--- config.mk ---
export PLATFORM = sky130hd
export DESIGN_NAME = interrupt_controller_flat
export DESIGN_NICKNAME = d
export VERILOG_FILES = /design/src/rtl/pdp8_pkg.sv /design/src/rtl/interrupt_controller_if.sv /design/src/rtl/irq_sync.sv /design/src/rtl/interrupt_controller.sv /design/src/flat_wrapper.sv
export SDC_FILE = /design/constraint.sdc
export NUM_CORES = 1
export LEC_CHECK = 0
export ABC_CLOCK_PERIOD_IN_PS = 1200
export CAP_MARGIN = 20
export CORE_MARGIN = 8
export CORE_UTILIZATION = 38
export CTS_CLUSTER_DIAMETER = 120
export DETAILED_ROUTE_END_ITERATION = 12
export GPL_ROUTABILITY_DRIVEN = 0
export PLACE_DENSITY = 0.83
export SLEW_MARGIN = 20
export SYNTH_ARGS = -nofsm -noshare
export SYNTH_HDL_FRONTEND = slang
export SYNTH_SLANG_ARGS = --single-unit
--- constraint.sdc ---
create_clock -name clk -period 1.2 [get_ports clk]
set_input_delay 0.24 -clock clk [delete_from_list [all_inputs] [get_ports clk]]
set_output_delay 0.24 -clock clk [all_outputs]
set_load 0.02 [all_outputs]
--- src/rtl/pdp8_pkg.sv ---
// pdp8_pkg: definitions shared across the PDP-8 codebase slice.
//  - ic_state_t: interrupt_controller FSM encoding (also traced on the debug port).
//  - IOT_SKON / IOT_ION / IOT_IOF: the interrupt-control IOT opcodes.
package pdp8_pkg;

  typedef enum logic [1:0] {
    IC_DISABLED = 2'd0,
    IC_ARMING   = 2'd1,
    IC_ENABLED  = 2'd2,
    IC_TAKEN    = 2'd3
  } ic_state_t;

  localparam logic [11:0] IOT_SKON = 12'o6000;
  localparam logic [11:0] IOT_ION  = 12'o6001;
  localparam logic [11:0] IOT_IOF  = 12'o6002;

endpackage

--- src/rtl/interrupt_controller_if.sv ---
// interrupt_controller_if: link between the CPU sequencer and the interrupt controller.
//  master (CPU side) drives:
//    instrDone, ckFetch, ionInstr, iofInstr, skonInstr
//  slave (controller side) drives:
//    irqOverride, irqAck, skip, ie, irqPending, state
interface interrupt_controller_if;
  import pdp8_pkg::*;

  logic      instrDone;
  logic      ckFetch;
  logic      ionInstr;
  logic      iofInstr;
  logic      skonInstr;
  logic      irqOverride;
  logic      irqAck;
  logic      skip;
  logic      ie;
  logic      irqPending;
  ic_state_t state;

  modport master (
    output instrDone, ckFetch, ionInstr, iofInstr, skonInstr,
    input  irqOverride, irqAck, skip, ie, irqPending, state
  );

  modport slave (
    input  instrDone, ckFetch, ionInstr, iofInstr, skonInstr,
    output irqOverride, irqAck, skip, ie, irqPending, state
  );

endinterface

--- src/rtl/irq_sync.sv ---
// irq_sync: multi-flop synchroniser for a bus of level request lines.
//  Parameters: WIDTH (lines), STAGES (flops per line, >=2).
//  Ports:
//    clk    in  1      clock
//    reset  in  1      asynchronous active-low reset, clears all stages
//    d      in  WIDTH  asynchronous inputs
//    q      out WIDTH  synchronised outputs, STAGES cycles behind d
module irq_sync #(
  parameter int unsigned WIDTH  = 8,
  parameter int unsigned STAGES = 2
) (
  input  logic             clk,
  input  logic             reset,
  input  logic [WIDTH-1:0] d,
  output logic [WIDTH-1:0] q
);

  logic [STAGES-1:0][WIDTH-1:0] sr;

  always_ff @(posedge clk or negedge reset) begin
    if (!reset) begin
      sr <= '0;
    end else begin
      sr[0] <= d;
      for (int unsigned i = 1; i < STAGES; i++) begin
        sr[i] <= sr[i-1];
      end
    end
  end

  assign q = sr[STAGES-1];

endmodule

--- src/rtl/interrupt_controller.sv ---
// interrupt_controller: PDP-8 program-interrupt sequencer (feeds ProgramCounter / IR mux).
//  Parameters: NIRQ (request lines), SYNC_STAGES (synchroniser depth, >=2).
//  Ports:
//    clk       in   system clock
//    reset     in   asynchronous active-low reset
//    irqLines  in   NIRQ raw level requests, asynchronous to clk
//    maskLoad  in   (IRQ_MASK_EN only) load maskIn into the mask register
//    maskIn    in   (IRQ_MASK_EN only) NIRQ new mask value
//    bus       slave modport of interrupt_controller_if (boundary strobes, IOT
//              decodes in; irqOverride/irqAck/skip/ie/irqPending/state out)
//  Optional feature: macro IRQ_MASK_EN adds a per-line mask register (resets all-ones).
module interrupt_controller
  import pdp8_pkg::*;
#(
  parameter int unsigned NIRQ        = 8,
  parameter int unsigned SYNC_STAGES = 2
) (
  input  logic                  clk,
  input  logic                  reset,
  input  logic [NIRQ-1:0]       irqLines,
`ifdef IRQ_MASK_EN
  input  logic                  maskLoad,
  input  logic [NIRQ-1:0]       maskIn,
`endif
  interrupt_controller_if.slave bus
);

  logic [NIRQ-1:0] irq_sync_q;
  logic            pending;
  ic_state_t       state, next_state;
  logic            ack_d, skip_d;
  logic            ack_q, skip_q;

  irq_sync #(
    .WIDTH  (NIRQ),
    .STAGES (SYNC_STAGES)
  ) u_irq_sync (
    .clk   (clk),
    .reset (reset),
    .d     (irqLines),
    .q     (irq_sync_q)
  );

`ifdef IRQ_MASK_EN
  logic [NIRQ-1:0] mask;

  always_ff @(posedge clk or negedge reset) begin
    if (!reset)        mask <= '1;
    else if (maskLoad) mask <= maskIn;
  end

  assign pending = |(irq_sync_q & mask);
`else
  assign pending = |irq_sync_q;
`endif

  // State register; ack/skip are registered so they pulse in the cycle after the boundary.
  always_ff @(posedge clk or negedge reset) begin
    if (!reset) begin
      state  <= IC_DISABLED;
      ack_q  <= 1'b0;
      skip_q <= 1'b0;
    end else begin
      state  <= next_state;
      ack_q  <= ack_d;
      skip_q <= skip_d;
    end
  end

  // Next state: rules are evaluated in priority order, only at instruction boundaries.
  always_comb begin
    next_state = state;
    if (bus.instrDone) begin
      if (state == IC_TAKEN) begin
        next_state = IC_DISABLED;
      end else if (bus.iofInstr || bus.skonInstr) begin
        next_state = IC_DISABLED;
      end else if (bus.ionInstr) begin
        // ION while already ARMING/ENABLED leaves the state alone.
        if (state == IC_DISABLED) next_state = IC_ARMING;
      end else begin
        unique case (state)
          IC_ARMING:  next_state = IC_ENABLED;
          IC_ENABLED: if (pending) next_state = IC_TAKEN;
          default:    next_state = state;
        endcase
      end
    end
  end

  // Output decode.
  always_comb begin
    ack_d  = (state == IC_ENABLED) && (next_state == IC_TAKEN);
    skip_d = bus.instrDone && (state == IC_ENABLED) && !bus.iofInstr && bus.skonInstr;
  end

  // Override and ie decode straight from the state flops so reset removes them at once.
  assign bus.irqOverride = (state == IC_TAKEN);
  assign bus.ie          = (state == IC_ARMING) || (state == IC_ENABLED);
  assign bus.irqAck      = ack_q;
  assign bus.skip        = skip_q;
  assign bus.irqPending  = pending;
  assign bus.state       = state;

  // The fetch stage must never see the override appear in the middle of a fetch.
  a_no_override_rise_in_fetch: assert property (
    @(posedge clk) disable iff (!reset) !($rose(bus.irqOverride) && bus.ckFetch)
  );

endmodule

--- src/flat_wrapper.sv ---
// flat-port wrapper written by rule: the top's interface ports become plain ports
module interrupt_controller_flat import pdp8_pkg::*;
#(
  parameter int unsigned NIRQ        = 8,
  parameter int unsigned SYNC_STAGES = 2
)
  (clk, reset, irqLines, bus_instrDone, bus_ckFetch, bus_ionInstr, bus_iofInstr, bus_skonInstr, bus_irqOverride, bus_irqAck, bus_skip, bus_ie, bus_irqPending, bus_state);
  interrupt_controller_if bus_i ();
  input  logic clk;
  input  logic reset;
  input  logic [NIRQ-1:0] irqLines;
  input wire logic [$bits(bus_i.instrDone)-1:0] bus_instrDone;
  input wire logic [$bits(bus_i.ckFetch)-1:0] bus_ckFetch;
  input wire logic [$bits(bus_i.ionInstr)-1:0] bus_ionInstr;
  input wire logic [$bits(bus_i.iofInstr)-1:0] bus_iofInstr;
  input wire logic [$bits(bus_i.skonInstr)-1:0] bus_skonInstr;
  output wire logic [$bits(bus_i.irqOverride)-1:0] bus_irqOverride;
  output wire logic [$bits(bus_i.irqAck)-1:0] bus_irqAck;
  output wire logic [$bits(bus_i.skip)-1:0] bus_skip;
  output wire logic [$bits(bus_i.ie)-1:0] bus_ie;
  output wire logic [$bits(bus_i.irqPending)-1:0] bus_irqPending;
  output wire logic [$bits(bus_i.state)-1:0] bus_state;
  assign bus_i.instrDone = bus_instrDone;
  assign bus_i.ckFetch = bus_ckFetch;
  assign bus_i.ionInstr = bus_ionInstr;
  assign bus_i.iofInstr = bus_iofInstr;
  assign bus_i.skonInstr = bus_skonInstr;
  assign bus_irqOverride = bus_i.irqOverride;
  assign bus_irqAck = bus_i.irqAck;
  assign bus_skip = bus_i.skip;
  assign bus_ie = bus_i.ie;
  assign bus_irqPending = bus_i.irqPending;
  assign bus_state = bus_i.state;
  interrupt_controller #(.NIRQ(NIRQ), .SYNC_STAGES(SYNC_STAGES)) u_core (.clk(clk), .reset(reset), .irqLines(irqLines), .bus(bus_i));
endmodule
; After elaboration in Yosys (flattened, before gate mapping)
; Cells that the tools add are included.
[totals]
rom_bits = 0
n_memories = 0
mem_bits_rw = 0
regBits = 20
latchBits = 0
[classes]
add_sub_neg = 0
mul = 0
n_eq_ne = 4
n_reduce_logical = 9
mux = 7
shifts = 0
n_div = 0
n_bitwise = 0
order_cmp = 0
[ops]
columns = op, count
row1 = 2-to-1 mux 2 bit, 6
row2 = OR reduction 8 bit, 1
row3 = "equality test 2 bit, second input constant", 3
row4 = logical AND 1 bit, 4
row5 = one-hot mux 2 bit (2 select lines), 1
row6 = "equality test 2 x 1 -> 1 bit, second input constant", 1
row7 = zero test 2 bit, 1
row8 = logical OR 1 bit, 2
row9 = zero test 1 bit, 1

; Longest topological paths before layout
[depth]
ltp_word = 9
mapped_depth = 6
depth_no_buf = 6

; By module
; A second synthesis with hierarchy kept.
[unflattened]
hier_cells = 53
area_unflattened_um2 = 767.0
[by_module_without_submodules]
columns = mod, area_each_um2, cells_each, instances
row1 = irq_sync, 460.4, 24, 1
row2 = interrupt_controller, 306.5, 29, 1

; Worst setup path after synthesis
; No wires, ideal clock.
[synth_timing]
path_kind = register to register
startpoint = reg u_core.state[0] (netlist: u_core.bus.state[0])
endpoint = reg u_core.ack_q (netlist: u_core.bus.irqAck)
required_ns = 1.099
path_stages_with_launch = 7
setup_time_ns = 0.101
arrival_ns = 1.555
slack_ns = -0.456
path_cell_list = dfrtp_1 > inv_1 > ha_1 > nor3b_1 > a21oi_1 > a21boi_1 > nor4_1
[synth_between]
elab_chain_cells = 8
elab_cells_between_ends = 13
cone_classes = 4 x eq/ne / 7 x mux / 2 x reduce/logical
[synth_lines]
columns = item, line
row1 = start: declaration, interrupt_controller.sv:30  ; ic_state_t state, next_state;
row2 = start signal: assignment, interrupt_controller.sv:64  ; state <= next_state;
row3 = equality test 2 bit (tied with other cells), "interrupt_controller.sv:82, interrupt_controller.sv:93"
row4 = one-hot mux 2 bit (2 select lines) / 2-to-1 mux 2 bit (equally long branches), "interrupt_controller.sv:82, interrupt_controller.sv:80"
row5 = 2-to-1 mux 2 bit, interrupt_controller.sv:78  ; end else if (bus.ionInstr) begin
row6 = 2-to-1 mux 2 bit, interrupt_controller.sv:76  ; end else if (bus.iofInstr || bus.skonInstr) begin
row7 = 2-to-1 mux 2 bit, interrupt_controller.sv:74  ; if (state == IC_TAKEN) begin
row8 = 2-to-1 mux 2 bit, interrupt_controller.sv:73  ; if (bus.instrDone) begin
row9 = equality test 2 bit, interrupt_controller.sv:93  ; ack_d = (state == IC_ENABLED) && (next_state == IC_TAKEN);
row10 = logical AND 1 bit *, interrupt_controller.sv:93
row11 = named net u_core.ack_d, interrupt_controller.sv:31  ; logic ack_d, skip_d;
row12 = end signal: assignment, interrupt_controller.sv:65  ; ack_q <= ack_d;
row13 = end: declaration, interrupt_controller.sv:32  ; logic ack_q, skip_q;
; Mark *: on every way through the listed nets, which the timed path passes. The rest lies on a longest branch.

; Final worst setup path
[layout_timing]
startpoint = reg u_core.u_irq_sync.sr (netlist bit u_core.u_irq_sync.q[2])
endpoint = out bus_irqPending
[layout_between]
elab_chain_cells = 1
[layout_lines]
columns = item, line
row1 = start: declaration, irq_sync.sv:18  ; logic [STAGES-1:0][WIDTH-1:0] sr;
row2 = start signal: indexed assignment, irq_sync.sv:26  ; sr[i] <= sr[i-1];
row3 = OR reduction 8 bit, interrupt_controller.sv:54  ; assign pending = |irq_sync_q;
row4 = end: declaration, flat_wrapper.sv:21  ; output wire logic [$bits(bus_i.irqPending)-1:0] bus_irqPending;
; No other way between the ends.

==> flow_summary_export.csv <==
group,metric,value,unit
route,dr_total_vias,468,
route,antenna_left,0,
synth,synth-seq-cells,20,
sta,period_needed,1.45,ns
flow_run,cap_viol_max_count,0,
layout,multi_input_area,234,sq um
layout,n_antenna_cell,0,
route,dr.pass1.iters,4,
critical_path,worstPathArrival,1.21,ns
pwr,switching_share,25.4,%
sta,fin_ws,-0.247,ns
clocking,clock_path_buffers,2,
floorplanning,fp.dieArea,3390,sq um
clocking,clockRootBuffer,"clkbuf_4",
sta,slew_headroom,80.5,%
place,place_hpwl,933,um
route,drc,0,
synth,synth-xor-area-share,0,%
run_status,status,"complete, but fails checks",
pwr,switchingPower,355,uW
clocking,clock_sinks,20,
synth,synth_adder_area_share,7.38,%
critical_path,critical_path_class,"flop to output pin",
sta,slew_violations,0,
sta,finalClockSkew,0.00467,ns
synth,synth_nets,64,
sta,setup_viol,7,
synth,synth_top_family_by_area,"simple AND/OR/NAND/NOR gates",
synth,yosysSeqAreaShare,73.8,%
route,drtIter0Drc,10,
global_route,antenna_found_initial,0,
pwr,power_frac_seq,52.3,%
synth,synth_compound_area_share,4.24,%
global_route,grt_pass1_wl,2210,um
synth,avgSynthCellArea,15.1,sq um
global_route,grt_max_degree,21,
sta,tightest_slew,0.290,ns
pwr,peakVddDrop,0.853,mV
route,avgViaCountPerCell,4.37,
synth,async_reset_ff_share,100,%
synth,synth_area,678,sq um
sta,fmax,691,MHz
pwr,power-per-cell-area,1260,nW/um^2
synth,synth_cell_types,14,
floorplanning,core,1710,sq um
layout,final_nets,102,
clocking,cts_hold_buf,0,
place,io_buffers,20,
layout,regArea,503,sq um
synth,post-synth-top-count-cell,"dfrtp_1",
critical_path,crit_fanout,2,
layout,utilization,64.9,%
route,wire_per_inst,12.5,um
synth,yosysTopAreaCell,"dfrtp_1",
floorplanning,die_w,58.2,um
pwr,p_leak,0.000490,uW
synth,yosys_warnings,0,
synth,synth-simple-area-share,12.9,%
synth,synthFlopType,"dfrtp_1",
global_route,grt_use_total,8.41,%
floorplanning,io-pin-count,22,
pwr,internal-power,1040,uW
pwr,p_comb_share,25.5,%
clocking,clkTransAtPathRegs,0.10,ns
sta,whs,0.271,ns
sta,grt_setup_unrepaired,"true",
layout,area_growth_syn_to_layout,63.5,%
critical_path,worstSetupEndpointType,"output pin",
global_route,overflow,0,
synth,netlist_instances,45,
floorplanning,rows,15,
sta,period_share,121,%
clocking,insertion_delay,0.29,ns
hold_path,min_path_type,"input pin to asynchronous set/reset pin",
critical_path,r2r-start,"u_core.bus.state[1]",
synth,muxShareOfSynthArea,0,%
synth,synth_edf_count,0,
floorplanning,initial_core_util,39.7,%
critical_path,r2r_end,"u_core.bus.irqAck",
pwr,clkPwrFrac,22.2,%
synth,yosys-top-cells-count,"dfrtp_1, nand2_1, ha_1",
clocking,ctsHtreeMaxLevel,1,
synth,synth_top_area_share,73.8,%
layout,fillers,125,
critical_path,required,0.96,ns
route,wirelength,1340,um
layout,drive_gt1_share,43.9,%
sta,final-hold-violation-count,0,
synth,synthTopCellsByArea,"dfrtp_1, ha_1, nor4_2, nand2_1, a21oi_1",
global_route,first_global_vias,533,
critical_path,cp-start-kind,"flop",
clocking,cts_tree,"done",
critical_path,r2r_cells,6,
floorplanning,die_h,58.2,um
critical_path,reg2reg_slack,-0.24,ns
clocking,cts_buffers,3,
run_status,violations,"setup timing",
critical path, cell delays in order (launching register included):
cell	delay, ns
dfrtp_1	0.39
nor4_2	0.26
nand2_1	0.12
buf_6	0.15
state kept, by name, indices dropped and copies added (netlist names):
register / flops
u_core.u_irq_sync.q: 8
u_core.u_irq_sync.sr: 8
u_core.bus.state: 2
u_core.bus.irqAck: 1
u_core.bus.skip: 1
through the flow:
step | area (sq um) | cells | power [uW] | setup TNS, ns | setup slack [ns]
2_1_floorplan | 698 | 45 | 861 | -0.262 | -0.143
3_3_place_gp | 997 | 99 | 1010 | -1.56 | -0.326
3_5_place_dp | 997 | 99 | 1020 | -1.61 | -0.336
4_1_cts | 1090 | 104 | 1390 | -1.14 | -0.271
5_1_grt | 1110 | 107 | 1490 | -1.66 | -0.389
6_report | 1110 | 107 | 1400 | -1.14 | -0.247
power by group through the flow:
stage                     registers (uW)  clock network (uW)  logic (uW)
after floorplan                      758                   0         103
after global placement               743                   0         271
after detailed placement             746                   0         277
after CTS                            736                 321         328
after global routing                 736                 367         386
final                                732                 310         357
layout by cell type, fill, tap and decap left out:
master and count:
dfrtp_2 2, clkbuf_2 2, nor4_2 2, nor2_1 1, inv_1 1, nor3b_2 1
a21oi_2 1, a21oi_1 2, clkbuf_4 3, inv_2 2, clkbuf_1 1, a21boi_1 1
nand2b_1 1, buf_6 8, clkdlybuf4s50_1 13, nor4_1 1, dfrtp_1 18, and4b_1 1
buf_4 9, buf_2 1, ha_4 3, nand2_1 5, nor3_4 1, ha_1 1
a31oi_4 1
what timing repair did:
item | 4_1_cts | 5_1_grt
cloned | 0 | 0
buffers inserted | 1 | 3
pin swaps | 4 | 0
gates resized for setup | 43 | 3
endpoints found under the setup margin | 11 | 10
how the worst max path moves through the flow:
stage	slack, ns	start	to
2_1_floorplan	-0.14	u_core.bus.state[1]	u_core.bus.irqAck
3_3_place_gp	-0.33	u_core.u_irq_sync.q[1]	bus_irqPending
3_5_place_dp	-0.34	u_core.u_irq_sync.q[1]	bus_irqPending
4_1_cts	-0.27	u_core.u_irq_sync.q[2]	bus_irqPending
5_1_grt	-0.39	u_core.u_irq_sync.q[2]	bus_irqPending
6_report	-0.25	u_core.u_irq_sync.q[2]	bus_irqPending
layer usage:
metal	GRT usage (%)	wire length, um
met4	3.50	0
met1	8.78	539
met2	13.7	702
met3	4.64	98
met5	0	0
final cells by class:
class                      instances  share of cell area [%]
sequential                        20                    45.4
timing repair buffer              33                    27.3
multi-input combinational         22                    21.1
tap                               25                    2.82
clock buffer                       4                    2.37
inverter                           3                    1.02
cells by family (layout without fill, tap and decap cells):
logic type               Yosys count  count (layout)
adder cells (fa/ha/maj)            4               4
AND/OR/NAND/NOR                   13              13
AO/OA/AOI/OAI                      5               5
buffers and inverters              3              40
flip-flops                        20              20
Power figures use the tool's default switching activity.
==> edit: new RTL, same flow settings <==
`NIRQ` is set to 8 in 2 places; all go to 7.
--- a/src/rtl/interrupt_controller.sv
+++ b/src/rtl/interrupt_controller.sv
@@ -13,5 +13,5 @@
   import pdp8_pkg::*;
 #(
-  parameter int unsigned NIRQ        = 8,
+  parameter int unsigned NIRQ        = 7,
   parameter int unsigned SYNC_STAGES = 2
 ) (
--- a/src/flat_wrapper.sv
+++ b/src/flat_wrapper.sv
@@ -2,5 +2,5 @@
 module interrupt_controller_flat import pdp8_pkg::*;
 #(
-  parameter int unsigned NIRQ        = 8,
+  parameter int unsigned NIRQ        = 7,
   parameter int unsigned SYNC_STAGES = 2
 )
Interface: changed (resized irqLines); port bits go from 22 to 21. No check against the original RTL was run, so the function may have changed too.
==> edit against the original RTL <==
  * The flow still finishes with violations (setup timing)
  * Sequential share of layout area up 2.3 points
  * Routed wire length fell by 9.3%
  * Fmax shrank 0.35%
  * Critical path depth grew 4
  * Cell area shrank 14%
  * Count of clock-buffer cells in the layout stayed put
  * Sequential cell count decreased by 2
  * Clock power is 11% higher
  * Sequential power decreased by 9.8%
  * Power is 7.6% lower
  * Synthesized area fell by 8.5%
  * Via count decreased by 8.5%
  * Worst setup slack lost 0.0051 ns
  * Critical path type is now reg2reg
  * Critical endpoint is now u_core.bus.irqAck
==> edit: results (changes against the original RTL) <==
outcome finished, violations left; violated checks setup timing; port buffer count 19 (-5.0%); Tot GR Track Use 8.15% (-0.26 points); worst-path cell with the longest stage delay dfrtp_2; Mapped Nets 61 (-4.7%); Final Hold Viols 0 (unchanged); post-synthesis compound-gate area fraction 4.64% (+0.39 points); Max rail drop VDD 0.941 mV (+10%); Worst EP arrival 1.63 ns (+0.42 ns); multiplexer share of the synthesized area 0% (unchanged); Final HPWL DP 976 µm (+4.7%); share of post-route cells with drive strength above 1 43.1% (-0.85 points); Seq/Total Area, Yosys 72.6% (-1.2 points); First-pass DRT Iterations 4 (unchanged); dpl ws -0.350 ns (-0.0147 ns); crit-path leading delay family flip-flops; r2r worst-path depth 7 (+1); worst-path fanout max 3 (+1); global-route wire length before repair 2090 µm (-5.3%); clock latency on the worst-skew pair between 0.2 and 0.3 ns; antenna violations before repair 0 (unchanged); top cells by area, synth dfrtp_1, ha_1, nand2_1, a21oi_1, nor4_2; sequential power share 51.0% (-1.3 points); drt initial violations 9 (-1); most instantiated cells after synthesis dfrtp_1, nand2_1, ha_1; Synth cell types 15 (+1); endpoints failing setup 6 (-1); Final WS setup -0.252 ns (-0.00509 ns); nets@finish 91 (-11%); YS warnings 0 (unchanged); reg2reg start u_core.bus.state[1]; Lkg Pwr 0.426 nW (-13%); vias per cell 4.86 (+11%); clock group power 0.345 mW (+11%); max incr delay on CP 0.44 ns (+0.05 ns); Sw Ratio 24.4% (-0.94 points); Root Driver clkbuf_4; Setup Skew 0.00183 ns (-0.00284 ns); pin count of the biggest net entering global routing 19 (-9.5%); cts bufs inserted 3 (unchanged); Slew HR 82.0% (+1.5 points); adder-cell share of the synthesized area 8.06% (+0.68 points); WS Path Type reg2reg; XOR/XNOR Fraction of Synth Area 0% (unchanged); Post-CTS Setup Inserts 0 (-1); reg-to-reg endpoint u_core.bus.irqAck; final wirelength 1220 µm (-9.3%); H-tree levels 1 (unchanged); vias in the first global route 485 (-9.0%)
-- edit: cell types whose count changed in the layout (fill, tap and decap cells not counted), moves of 2 or more --
cell	unedited run	this run
buf_6	8	2
dfrtp_1	18	16
ha_2	0	2
ha_4	3	1
-- edit: per-stage QoR --
stage	total power [mW]	TNS [ns]	instances	instance area [µm²]	utilization, %
2_1_floorplan	0.787	-0.262	43	641	-
3_3_place_gp	0.922	-1.35	84	896	58.8
3_5_place_dp	0.938	-1.61	84	896	58.8
4_1_cts	1.28	-1.18	88	928	60.9
5_1_grt	1.37	-1.47	88	950	62.3
6_report	1.29	-1.01	88	950	62.3
-- edit: repair_timing --
| action | CTS | global route |
|---|---|---|
| gates cloned | 0 | 0 |
| gates resized for setup | 29 | 11 |
| pin swaps | 1 | 1 |
| endpoints found under the setup margin | 10 | 9 |
-- edit: routing by layer --
metal / vias to the layer above / global-route usage (%) / share of wire, %
met5: - / 0 / 0
met4: 0 / 2.06 / 0.99
met3: 4 / 5.39 / 8.0
met2: 16 / 13.2 / 53
met1: 207 / 8.54 / 38
li1: 201 / - / -
-- edit: final cells by class --
| cell class | instances | area (µm²) |
|---|---|---|
| Fill cell | 125 | 574 |
| Sequential cell | 18 | 453 |
| Multi-Input combinational cell | 22 | 211 |
| Clock buffer | 4 | 36.3 |
| Tap cell | 16 | 20.0 |
| Timing Repair Buffer | 25 | 218 |
| Inverter | 3 | 11.3 |
-- edit: worst min path at each step --
stage                                   end  slack, ns  depth (start not counted)
floorplan                 u_core.bus.irqAck      -0.06                          0
global placement     u_core.u_irq_sync.q[6]       0.33                          0
detailed placement   u_core.u_irq_sync.q[0]       0.34                          0
CTS                 u_core.u_irq_sync.sr[6]       0.27                          2
global route         u_core.u_irq_sync.q[1]       0.27                          2
finish               u_core.u_irq_sync.q[3]       0.27                          2
